===== src/rtl/debug_cmd_controller_pkg.sv =====
// debug_cmd_controller_pkg: shared opcodes, reply bytes, FSM state encoding and
// opcode classification helpers for the debug command controller.
package debug_cmd_controller_pkg;

    localparam logic [7:0] CMD_SET_ADDR = 8'h01;
    localparam logic [7:0] CMD_READ     = 8'h02;
    localparam logic [7:0] CMD_WRITE    = 8'h03;
    localparam logic [7:0] CMD_SET_BKP  = 8'h04;
    localparam logic [7:0] CMD_HALT     = 8'h05;
    localparam logic [7:0] CMD_RUN      = 8'h06;
    localparam logic [7:0] CMD_STEP     = 8'h07;

    localparam logic [7:0] RSP_ACK = 8'h06;
    localparam logic [7:0] RSP_NAK = 8'h15;

    typedef enum logic [3:0] {
        S_IDLE,
        S_ARG_HI,
        S_ARG_LO,
        S_EXEC,
        S_MEM_WAIT,
        S_TX_HI,
        S_TX_LO,
        S_TX_RESP,
        S_HALT_WAIT
    } state_t;

    // Opcodes that carry a 16-bit big-endian argument.
    function automatic logic has_two_args(input logic [7:0] op);
        return op == CMD_SET_ADDR || op == CMD_WRITE || op == CMD_SET_BKP;
    endfunction

    // Opcodes that are refused unless the CPU is already stopped.
    function automatic logic needs_halt(input logic [7:0] op);
        return op == CMD_READ || op == CMD_WRITE || op == CMD_STEP;
    endfunction

    function automatic logic is_known(input logic [7:0] op);
        return op >= CMD_SET_ADDR && op <= CMD_STEP;
    endfunction

endpackage


===== src/rtl/debug_timeout_counter.sv =====
// debug_timeout_counter: cycle counter for bounded waits.
//   CLK, RESET : clock, asynchronous active-high reset
//   clear      : synchronously returns the count to zero (has priority)
//   enable     : counts one per cycle while high
//   done       : high on the TIMEOUT-th enabled cycle since the last clear
module debug_timeout_counter #(
    parameter int TIMEOUT = 255
) (
    input  logic CLK,
    input  logic RESET,
    input  logic clear,
    input  logic enable,
    output logic done
);

    localparam int CW = $clog2(TIMEOUT + 1);

    logic [CW-1:0] cnt;

    always_ff @(posedge CLK or posedge RESET) begin
        if (RESET)
            cnt <= '0;
        else if (clear)
            cnt <= '0;
        else if (enable)
            cnt <= cnt + CW'(1);
    end

    assign done = enable && (cnt == CW'(TIMEOUT - 1));

endmodule


===== src/rtl/debug_cmd_controller.sv =====
// debug_cmd_controller: parses opcode/argument frames from the debug UART and
// sequences debug memory accesses, breakpoint loads and CPU halt/run/step.
//   CLK, RESET              : clock, asynchronous active-high reset
//   RX_DATA/VALID/READY     : incoming command bytes
//   TX_DATA/VALID/READY     : outgoing read data and ACK/NAK bytes
//   CPU_HALTED              : CPU stopped status
//   HALT_REQ/RUN_REQ/STEP_REQ : CPU control (level / pulse / pulse)
//   DBG_ADDR/WDATA/RDATA    : debug memory address, write and read data
//   DBG_RD_REQ/WR_REQ/ACK   : debug memory handshake
//   BKP_ADDR/BKP_WR         : breakpoint address and load pulse
//   BUSY                    : a frame is being processed
module debug_cmd_controller
    import debug_cmd_controller_pkg::*;
#(
    parameter int ADDR_W  = 16,
    parameter int DATA_W  = 16,
    parameter int TIMEOUT = 255
) (
    input  logic              CLK,
    input  logic              RESET,
    input  logic [7:0]        RX_DATA,
    input  logic              RX_VALID,
    output logic              RX_READY,
    output logic [7:0]        TX_DATA,
    output logic              TX_VALID,
    input  logic              TX_READY,
    input  logic              CPU_HALTED,
    output logic              HALT_REQ,
    output logic              RUN_REQ,
    output logic              STEP_REQ,
    output logic [ADDR_W-1:0] DBG_ADDR,
    output logic [DATA_W-1:0] DBG_WDATA,
    input  logic [DATA_W-1:0] DBG_RDATA,
    output logic              DBG_RD_REQ,
    output logic              DBG_WR_REQ,
    input  logic              DBG_ACK,
    output logic [ADDR_W-1:0] BKP_ADDR,
    output logic              BKP_WR,
    output logic              BUSY
);

    state_t      state, state_nxt;
    logic [7:0]  opcode, arg_hi, resp;
    logic [8:0]  words;
    logic [15:0] rdata;
    logic        nak, tmo, waiting, rx_fire, tx_fire, exec, to_resp;

    assign exec     = state == S_EXEC;
    assign waiting  = state == S_MEM_WAIT || state == S_HALT_WAIT;
    // Gated by RESET so every output reads zero while reset is held.
    assign RX_READY = !RESET && (state == S_IDLE || state == S_ARG_HI || state == S_ARG_LO);
    assign TX_VALID = state == S_TX_HI || state == S_TX_LO || state == S_TX_RESP;
    assign TX_DATA  = state == S_TX_HI   ? rdata[15:8] :
                      state == S_TX_LO   ? rdata[7:0]  :
                      state == S_TX_RESP ? resp        : 8'h00;
    assign rx_fire  = RX_VALID && RX_READY;
    assign tx_fire  = TX_VALID && TX_READY;
    assign BUSY     = state != S_IDLE;
    assign to_resp  = state_nxt == S_TX_RESP && state != S_TX_RESP;

    // Requests start in EXEC so they appear the cycle after the last frame
    // byte; the guard on CPU_HALTED suppresses them when the command is refused.
    assign DBG_RD_REQ = opcode == CMD_READ  && ((exec && CPU_HALTED) || state == S_MEM_WAIT);
    assign DBG_WR_REQ = opcode == CMD_WRITE && ((exec && CPU_HALTED) || state == S_MEM_WAIT);
    assign HALT_REQ   = (exec && opcode == CMD_HALT && !CPU_HALTED) || state == S_HALT_WAIT;
    assign RUN_REQ    = exec && opcode == CMD_RUN;
    assign STEP_REQ   = exec && opcode == CMD_STEP && CPU_HALTED;
    assign BKP_WR     = exec && opcode == CMD_SET_BKP;

    debug_timeout_counter #(.TIMEOUT(TIMEOUT)) u_timeout (
        .CLK    (CLK),
        .RESET  (RESET),
        .clear  (!waiting),
        .enable (waiting),
        .done   (tmo)
    );

    always_ff @(posedge CLK or posedge RESET) begin
        if (RESET)
            state <= S_IDLE;
        else
            state <= state_nxt;
    end

    always_comb begin
        state_nxt = state;
        nak       = 1'b0;
        unique case (state)
            S_IDLE:
                if (rx_fire)
                    state_nxt = has_two_args(RX_DATA) ? S_ARG_HI :
                                RX_DATA == CMD_READ   ? S_ARG_LO : S_EXEC;
            S_ARG_HI:
                if (rx_fire) state_nxt = S_ARG_LO;
            S_ARG_LO:
                if (rx_fire) state_nxt = S_EXEC;
            S_EXEC:
                if ((opcode == CMD_READ || opcode == CMD_WRITE) && CPU_HALTED)
                    state_nxt = S_MEM_WAIT;
                else if (opcode == CMD_HALT && !CPU_HALTED)
                    state_nxt = S_HALT_WAIT;
                else begin
                    state_nxt = S_TX_RESP;
                    nak       = !is_known(opcode) || (needs_halt(opcode) && !CPU_HALTED);
                end
            S_MEM_WAIT:
                if (DBG_ACK)
                    state_nxt = opcode == CMD_READ ? S_TX_HI : S_TX_RESP;
                else if (tmo) begin
                    state_nxt = S_TX_RESP;
                    nak       = 1'b1;
                end
            S_TX_HI:
                if (tx_fire) state_nxt = S_TX_LO;
            S_TX_LO:
                if (tx_fire) state_nxt = words == 9'd1 ? S_IDLE : S_MEM_WAIT;
            S_TX_RESP:
                if (tx_fire) state_nxt = S_IDLE;
            S_HALT_WAIT:
                if (CPU_HALTED)
                    state_nxt = S_TX_RESP;
                else if (tmo) begin
                    state_nxt = S_TX_RESP;
                    nak       = 1'b1;
                end
            default:
                state_nxt = S_IDLE;
        endcase
    end

    always_ff @(posedge CLK or posedge RESET) begin
        if (RESET) begin
            opcode    <= '0;
            arg_hi    <= '0;
            words     <= '0;
            rdata     <= '0;
            resp      <= '0;
            DBG_ADDR  <= '0;
            DBG_WDATA <= '0;
            BKP_ADDR  <= '0;
        end else begin
            if (state == S_IDLE && rx_fire)
                opcode <= RX_DATA;
            if (state == S_ARG_HI && rx_fire)
                arg_hi <= RX_DATA;
            // Argument registers are loaded on the last frame byte so they are
            // already valid alongside the strobe issued in EXEC.
            if (state == S_ARG_LO && rx_fire) begin
                if (opcode == CMD_SET_ADDR)
                    DBG_ADDR <= ADDR_W'({arg_hi, RX_DATA});
                if (opcode == CMD_WRITE)
                    DBG_WDATA <= DATA_W'({arg_hi, RX_DATA});
                if (opcode == CMD_SET_BKP)
                    BKP_ADDR <= ADDR_W'({arg_hi, RX_DATA});
                if (opcode == CMD_READ)
                    words <= {RX_DATA == 8'h00, RX_DATA};
            end
            if (state == S_MEM_WAIT && DBG_ACK) begin
                rdata <= 16'(DBG_RDATA);
                if (opcode == CMD_WRITE)
                    DBG_ADDR <= DBG_ADDR + ADDR_W'(1);
            end
            // A read advances only once both bytes of the word have gone out,
            // so a timed-out read leaves the address on the failing word.
            if (state == S_TX_LO && tx_fire) begin
                DBG_ADDR <= DBG_ADDR + ADDR_W'(1);
                words    <= words - 9'd1;
            end
            if (to_resp)
                resp <= nak ? RSP_NAK : RSP_ACK;
        end
    end

endmodule


===== config.mk =====
export PLATFORM = sky130hd
export DESIGN_NAME = debug_cmd_controller
export DESIGN_NICKNAME = d
export VERILOG_FILES = /design/src/rtl/debug_cmd_controller_pkg.sv /design/src/rtl/debug_timeout_counter.sv /design/src/rtl/debug_cmd_controller.sv
export SDC_FILE = /design/constraint.sdc
export NUM_CORES = 1
export LEC_CHECK = 0
export CAP_MARGIN = 0
export CORE_MARGIN = 4
export CORE_UTILIZATION = 53
export CTS_BUF_LIST = sky130_fd_sc_hd__clkbuf_8 sky130_fd_sc_hd__clkbuf_16
export DETAILED_ROUTE_END_ITERATION = 7
export GPL_ROUTABILITY_DRIVEN = 0
export HOLD_SLACK_MARGIN = 0.05
export PLACE_DENSITY = 0.81
export SETUP_SLACK_MARGIN = 0.2
export SYNTH_ARGS = -nofsm -noshare
export SYNTH_HDL_FRONTEND = slang
export SYNTH_SLANG_ARGS = --single-unit

===== constraint.sdc =====
create_clock -name CLK -period 8.9 [get_ports CLK]
set_clock_uncertainty 0.1 [all_clocks]
set_input_delay 2.67 -clock CLK [delete_from_list [all_inputs] [get_ports CLK]]
set_output_delay 2.67 -clock CLK [all_outputs]
set_load 0.02 [all_outputs]

* Word-level counts from Yosys, hierarchy flattened
Cells that the tools add are included. W data, S select, Z words.
Storage, ports and cells: flip-flop bits (word level) 109, bits in latches 0, memory bits (writable) 0, bits in read-only memories 0, input bits 30, memories 0
Cells by class: add/subtract/negate cells 3, $mul 0, div/mod/pow operators 0, order comparisons 2, equal/unequal tests 23, shift-type cells 0, muxes and demuxes 35, bitwise operators 0, reduce and logical (&&, ||, !) cells 46
Operators by type and width (count):
- $mux W16 | 5
- $mux W4 | 11
- $eq A8 B3 Y1 const B | 5
- $pmux W4 S9 | 1
- $eq A8 B2 Y1 const B | 4
- $mux W8 | 4
- $mux W9 | 3
- $logic_and A1 B1 Y1 | 23
- $eq A4 B3 Y1 const B | 5
- $add A16 B1 Y16 const B | 1
- $eq A8 B1 Y1 const B | 2
- $logic_or A1 B1 Y1 | 12
- $eq A9 B1 Y1 const B | 1
- $sub A9 B1 Y9 const B | 1
- $add A8 B1 Y8 const B | 1
- $eq A4 B2 Y1 const B | 2
- $eq A8 B8 Y1 const B | 1
- $ge A8 B1 Y1 const B | 1
- $le A8 B3 Y1 const B | 1
- $logic_not A8 Y1 | 1
- $mux W1 | 6
- $reduce_and A2 Y1 | 3
- $mux W5 | 1
- $eq A4 B1 Y1 const B | 1
- 9 further kinds | 13

* Logic depth before layout (Yosys ltp)
Gate-level depths: netlist of run 1.
depth after elaboration 10, gate-level depth with buffers 9, depth with buffers taken out 8

* Cells and area by module
Synthesis of run 1 repeated with hierarchy kept, for this count alone.
Unflattened totals: cells, all modules 474, area total of the unflattened synthesis 5216.3 µm²
By module, submodules not included:
- debug_cmd_controller | times used 1, cells each 432, area an instance 4797.1 µm², sequential area each 2402.3 µm²
- debug_timeout_counter | times used 1, cells each 42, area an instance 419.2 µm², sequential area each 200.2 µm²

* Worst setup path after synthesis of run 1
OpenSTA, ideal clock, no wires.
kind input to output, from input RESET, to output RX_READY, data arrival time 5405 ps, data required time 6130 ps, slack 725 ps, stages on the path 2, path buffers 0, cell sequence inv_1 > and3_1
Between the ends: word-level cells in the longest chain between the ends 2
Ends and longest elaborated chain:
- from (decl) | line debug_cmd_controller.sv:20 | input logic RESET,
- $logic_not A1 Y1 (no source line)
- $logic_and A1 B1 Y1 | line debug_cmd_controller.sv:51 | assign RX_READY = !RESET && (state == S_IDLE || state == S_ARG_HI || state == S_ARG_LO);
- to (decl) | line debug_cmd_controller.sv:23 | output logic RX_READY,
Every way passes these cells.

* Worst setup path after layout of run 1
from input CPU_HALTED, to output HALT_REQ
Between the ends: word-level cells in the longest chain between the ends 3
Ends and longest elaborated chain:
- from (decl) | line debug_cmd_controller.sv:27 | input logic CPU_HALTED,
- $logic_not A1 Y1 | line debug_cmd_controller.sv:65 | assign HALT_REQ = (exec && opcode == CMD_HALT && !CPU_HALTED) || state == S_HALT_WAIT;
- $logic_and A1 B1 Y1 | line debug_cmd_controller.sv:65
- $logic_or A1 B1 Y1 | line debug_cmd_controller.sv:65
- to (decl) | line debug_cmd_controller.sv:28 | output logic HALT_REQ,
Every way passes these cells.

==> run metrics, run 1 <==
via count=4127; Slew Limit Headroom=0.218; total power=1.74 mW; routed wire length=13100 µm; TritonCTS clock tree=done; Antenna Nets Post-Route=0; hold_buf cts=0; IO buf count=94; Final Cycle Share=0.869; CP Cell Sequence=clkdlybuf4s50_1 -> nor4bb_1 -> nand3_1 -> or3_1 -> a21oi_1 -> clkdlybuf4s50_1; vias in the first global route=4090; commonest cells after routing, fill and taps aside=dfrtp_1 (104), clkdlybuf4s50_1 (94), mux2_2 (55); class of the worst hold path=reg -> reg; Post-Syn Instances=477; Buf/Inv on CP=2; DP Wirelength=9270 µm; Worst-Margin Slew=1160 ps; initial antenna violation count=0; drt via density=5.93; sequential element share of the synthesized area=0.509; Peak VDD IR=0.120 mV; gr usage total=0.239; Inserted Diodes=0; Detailed Route Iter0 Violations=288; WS Path Type=in -> out; Cell Area, Synth=5110 µm²; RSZ-0062 raised after global routing=false; Avg WL per Cell=18.8 µm; register bit total from synthesis=104; Slew Limit Fails=0; area delta synth->final=23.9%; number of distinct library cells after synthesis=58; Slowest Stage Delay on Critical Path=630 ps; first-pass GRT wire length=21400 µm; clock sink count=104; Slowest-stage cell, CP=clkdlybuf4s50_1; Final Hold Viols=0; Critical Path Start Type=input port; io pins=95; H-Tree Depth=3; Placeable Area=9330 µm²; Max-Cap Viols=0; clk slew on worst S/H paths=100 ps; Most common cell on crit path=clkdlybuf4s50_1; Pwr per Cell Area=275 nW/µm²; Top Family by Delay on Critical Path=buffers and inverters; drc violations=0; die width=106 µm; endpoints failing setup=0; number of synthesis warnings=0; leading cell type in the layout, fill and taps excluded=dfrtp_1; Tmin final=7730 ps; Clk Latency, worst-skew pair=380 ps; root buf cell=clkbuf_8; Post-CTS Setup Bufs=0; grt total ovfl=0; Req. time, crit path=6130 ps; status=finished clean; Initial Utilization=0.548; Synthesized Nets=512; ys flop type=dfrtp_1; largest net degree at the start of global routing=68; share of cells above drive strength 1=0.150; Sum Neg Setup Slack=0 ps; async set-reset flop share out of synthesis=1.00; Post-synth EDFFs=0; Crit. End Element=output pin; total CTS buffers=9; num rows=35; leakage=2.65 nW; first-pass detailed-route iteration total=5; Bufs on Longest Clock Path=2; DIE HEIGHT=106 µm; worst-path maximum fanout=8; post_cts resized=0; die area=11300 µm²; Peak Freq=0.129 GHz; crit path DAT=4960 ps; Avg Inst Size Synth=10.7 µm²; # nets final=597
synth_stat cells, types with 2 or more instances:
library cell	number	area share
o221a_1	2	0.0044
a21oi_1	19	0.019
nand2_1	41	0.030
buf_2	4	0.0039
or4_1	5	0.0073
nor2_1	42	0.031
ha_1	5	0.012
a211oi_1	6	0.0088
o32ai_1	3	0.0051
nand2_2	2	0.0024
mux2i_1	2	0.0039
a31oi_1	3	0.0037
a22oi_1	10	0.015
nor3b_1	2	0.0029
and2_1	3	0.0037
dfrtp_1	104	0.51
o21ai_0	18	0.018
o22ai_1	2	0.0024
nor2b_1	5	0.0061
a211o_1	2	0.0034
o211ai_1	8	0.012
nand3b_1	3	0.0044
o21a_1	2	0.0029
or3_1	3	0.0037
nor4_1	2	0.0024
and3_1	6	0.0073
nand4_1	5	0.0061
mux2_1	10	0.022
or2_2	4	0.0049
nand3_1	22	0.022
mux2_2	55	0.12
xor2_1	5	0.0086
nand4b_1	3	0.0051
clkbuf_1	17	0.012
nor3_1	12	0.012
a21boi_0	2	0.0029
a311oi_1	3	0.0051
inv_1	10	0.0073
nand2b_1	6	0.0073
flip-flops by register name, summed over array words and instances, names as in the netlist:
name / flops
BKP_ADDR: 16
DBG_ADDR: 16
DBG_WDATA: 16
arg_hi: 8
opcode: 8
rdata: 16
resp: 3
state: 4
u_timeout.cnt: 8
words: 9
final timing paths:
kind,start,to,slack (ps),depth (start not counted)
min in group asynchronous,RESET,rdata[6],2650,2
worst min register to register,resp[2],resp[2],390,1
worst min-delay path,resp[2],resp[2],390,1
max in group asynchronous,RESET,DBG_WDATA[0],4830,3
worst max-delay path,CPU_HALTED,HALT_REQ,1170,6
worst max register to register,state[1],DBG_ADDR[7],5690,6
metal layers:
layer,GRT usage,up-vias,routed length [µm]
met5,0,-,0
met4,0.0722,0,225
met3,0.0625,21,949
met2,0.375,155,6320
met1,0.328,2038,5560
li1,-,1913,-
area by class of cell:
cell class                      instances  area [µm²]
Inverter                               10        40.0
Multi-Input combinational cell        340        2370
Tap cell                              129         161
Clock buffer                            9         124
Sequential cell                       104        2600
Timing Repair Buffer                   97         963
Fill cell                             751        2990
Clock inverter                          7        73.8
logic make-up after synthesis:
family / Yosys count / synth area share
AND/OR/NAND/NOR: 172 / 0.174
flip-flops: 104 / 0.509
AO/OA/AOI/OAI: 90 / 0.120
multiplexers: 67 / 0.147
buffers and inverters: 33 / 0.0274
XOR/XNOR: 6 / 0.0103
adder cells (fa/ha/maj): 5 / 0.0122
worst reg2reg max path, delay by kind of cell, from the launching register on:
family           cells  cell delay [ps]
AO/OA/AOI/OAI        2              380
AND/OR/NAND/NOR      4             1910
flip-flops           1              720
where the power goes:
group,switching (mW),total (mW),internal (mW)
combinational,0.344,0.665,0.321
sequential,0.167,0.786,0.619
clock,0.179,0.289,0.110
per-stage QoR:
step / utilization / setup slack (ps) / instance area [µm²] / hold slack, ps / cells
after floorplan: - / 725 / 5110 / 328 / 477
after global placement: 0.658 / 1220 / 6140 / 346 / 680
after detailed placement: 0.658 / 1200 / 6140 / 366 / 680
after CTS: 0.679 / 1190 / 6340 / 389 / 696
after global routing: 0.679 / 1040 / 6340 / 413 / 696
final: 0.679 / 1170 / 6340 / 386 / 696
No activity file was read; power rests on OpenSTA's default activity.
==> inputs of run 2 (changes only) <==
Settings changed: ABC_AREA set to 0, ABC_CLOCK_PERIOD_IN_PS set to 8900.
==> results of run 2 <==
Final layout, timing and power as in run 1 (identical DEF).
==> inputs of run 3 (changes only) <==
Settings changed: RECOVER_POWER set to 25.
==> run 3 against run 2 <==
Wire length shrank 0.22%. Die area is the same. Power fell by 0.32%. Sequential cell count stayed put. Via count is 0.41% higher. Count of clock-buffer cells in the layout is the same. Cell count unchanged. Utilization down 0.16 points. Highest routed layer unchanged.
==> run metrics, run 3 (synthesized netlist as in run 1, its figures left out) <==
P_int=1.05 mW (-0.26%); # nets final=597 (unchanged); Slowest-stage cell, CP=dlygate4sd3_1; leakage=2.68 nW (+1.3%); Slew Limit Headroom=0.227 (+0.00869); DIE HEIGHT=106 µm (unchanged); Critical Path Start Type=input port; Final Hold Viols=0 (unchanged); Avg WL per Cell=18.7 µm (-0.22%); Register Area=2600 µm² (unchanged); Peak VDD IR=0.120 mV (about the same); Sum Neg Setup Slack=0 ps (unchanged); DP Area=6140 µm² (unchanged); num rows=35 (unchanged); Detailed Route Iter0 Violations=264 (-8.3%); post-layout util=0.678 (-0.00161); Peak Freq=0.128 GHz (-1.1%); class of the worst hold path=reg -> reg; io pins=95 (unchanged); IO buf count=94 (unchanged); Worst-Margin Slew=1150 ps (-12.9 ps); total CTS buffers=9 (unchanged); grt total ovfl=0 (unchanged); TritonCTS clock tree=done; initial antenna violation count=0 (unchanged); leading cell type in the layout, fill and taps excluded=dfrtp_1; DP Wirelength=9270 µm (unchanged); net switching power=687 µW (-0.39%); H-Tree Depth=3 (unchanged); first-pass detailed-route iteration total=6 (+1); Inserted Diodes=0 (unchanged); reg-to-reg slack, setup=5530 ps (-160 ps); Tmin final=7820 ps (+86.2 ps); drc violations=0 (unchanged); Top Family by Delay on Critical Path=buffers and inverters; logic gate share of total power=0.382 (about the same); Clk Latency, worst-skew pair=380 ps (about the same); Crit. End Element=output pin; via count=4144 (+0.41%); Post-CTS Setup Bufs=0 (unchanged); Clk network pwr share=0.166 (about the same); clock sink count=104 (unchanged); worst-path maximum fanout=8 (unchanged); Pwr per Cell Area=274 nW/µm² (about the same); Slew Limit Fails=0 (unchanged); hold_buf cts=0 (unchanged); gr usage total=0.239 (unchanged); first-pass GRT wire length=21400 µm (unchanged); die area=11300 µm² (unchanged); routed wire length=13000 µm (-0.22%); multi-input logic area=2360 µm² (-0.63%); root buf cell=clkbuf_8; Placeable Area=9330 µm² (unchanged); Final Cell Area=6320 µm² (-0.24%); number of fill cells=753 (+0.27%); Initial Utilization=0.548 (unchanged); Max-Cap Viols=0 (unchanged); Buf/Inv on CP=2 (unchanged); vias in the first global route=4090 (unchanged); area delta synth->final=23.6%; endpoints failing setup=0 (unchanged); clk slew on worst S/H paths=100 ps (about the same); die width=106 µm (unchanged); Antenna Nets Post-Route=0 (unchanged); share of cells above drive strength 1=0.148 (-0.00176); status=finished clean; Bufs on Longest Clock Path=2 (unchanged); post_cts resized=0 (unchanged); largest net degree at the start of global routing=68 (unchanged); Sequential Power Share=0.452 (about the same); Req. time, crit path=6130 ps (about the same); Slowest Stage Delay on Critical Path=660 ps (+30 ps); crit path DAT=5050 ps (+90 ps); commonest cells after routing, fill and taps aside=dfrtp_1 (104), clkdlybuf4s50_1 (80), mux2_2 (55); WS Path Type=in -> out; drt via density=5.95 (+0.41%); Sw Ratio=0.396 (about the same); CP Cell Sequence=dlygate4sd3_1 -> nor4bb_1 -> nand3_1 -> or3_1 -> a21oi_1 -> clkdlybuf4s50_1; RSZ-0062 raised after global routing=false; Final Cycle Share=0.879 (+0.00969)
[run 3: cell count changes in the layout (fill, tap and decap cells not counted)]
cell             change
nor4b_1              +1
and2_0               +1
nor4b_4              -1
and2_1               -1
dlygate4sd3_1       +14
clkdlybuf4s50_1     -14
[run 3: worst register-to-register path: stages, from the launching register on]
cell and delay, ps:
dfrtp_1 570, nor4b_1 790, nand2_2 200, or4_1 870, nand2_2 360, a21oi_1 120, a311oi_2 260
[run 3: metrics by stage]
| step | hold WS [ps] | setup slack [ps] | total power, mW | std cells |
|---|---|---|---|---|
| after CTS | 389 | 1190 | 1.74 | 696 |
| final | 384 | 1080 | 1.73 | 696 |
| after detailed placement | 366 | 1200 | 1.45 | 680 |
| after floorplan | 328 | 725 | 1.20 | 477 |
| after global placement | 346 | 1220 | 1.42 | 680 |
| after global routing | 413 | 959 | 1.85 | 696 |
[run 3: power groups by stage]
stage | registers [mW] | logic [mW] | clock network (mW)
global route | 0.807 | 0.725 | 0.317
detailed placement | 0.790 | 0.663 | 0
finish | 0.784 | 0.662 | 0.289
floorplan | 0.776 | 0.423 | 0
global placement | 0.778 | 0.647 | 0
CTS | 0.782 | 0.668 | 0.294
[run 3: layout make-up]
type,count,share of cell area
tap,129,0.0255
timing repair buffer,97,0.152
multi-input combinational,340,0.373
clock inverter,7,0.0117
sequential,104,0.412
clock buffer,9,0.0196
inverter,10,0.00633
[run 3: per-layer routing]
metal / routed length [µm] / global-route usage
met1: 5560 / 0.328
met2: 6310 / 0.375
met3: 926 / 0.0625
met4: 229 / 0.0722
met5: 0 / 0
[run 3: path summary, 6_finish.rpt]
path                             from      endpoint  cells past startpoint
min in group asynchronous       RESET      rdata[6]                      2
max reg2reg                  state[3]   DBG_ADDR[7]                      6
max in group asynchronous       RESET  DBG_ADDR[12]                      3
min reg2reg                   resp[2]       resp[2]                      1
max                        CPU_HALTED      HALT_REQ                      6
min                           resp[2]       resp[2]                      1
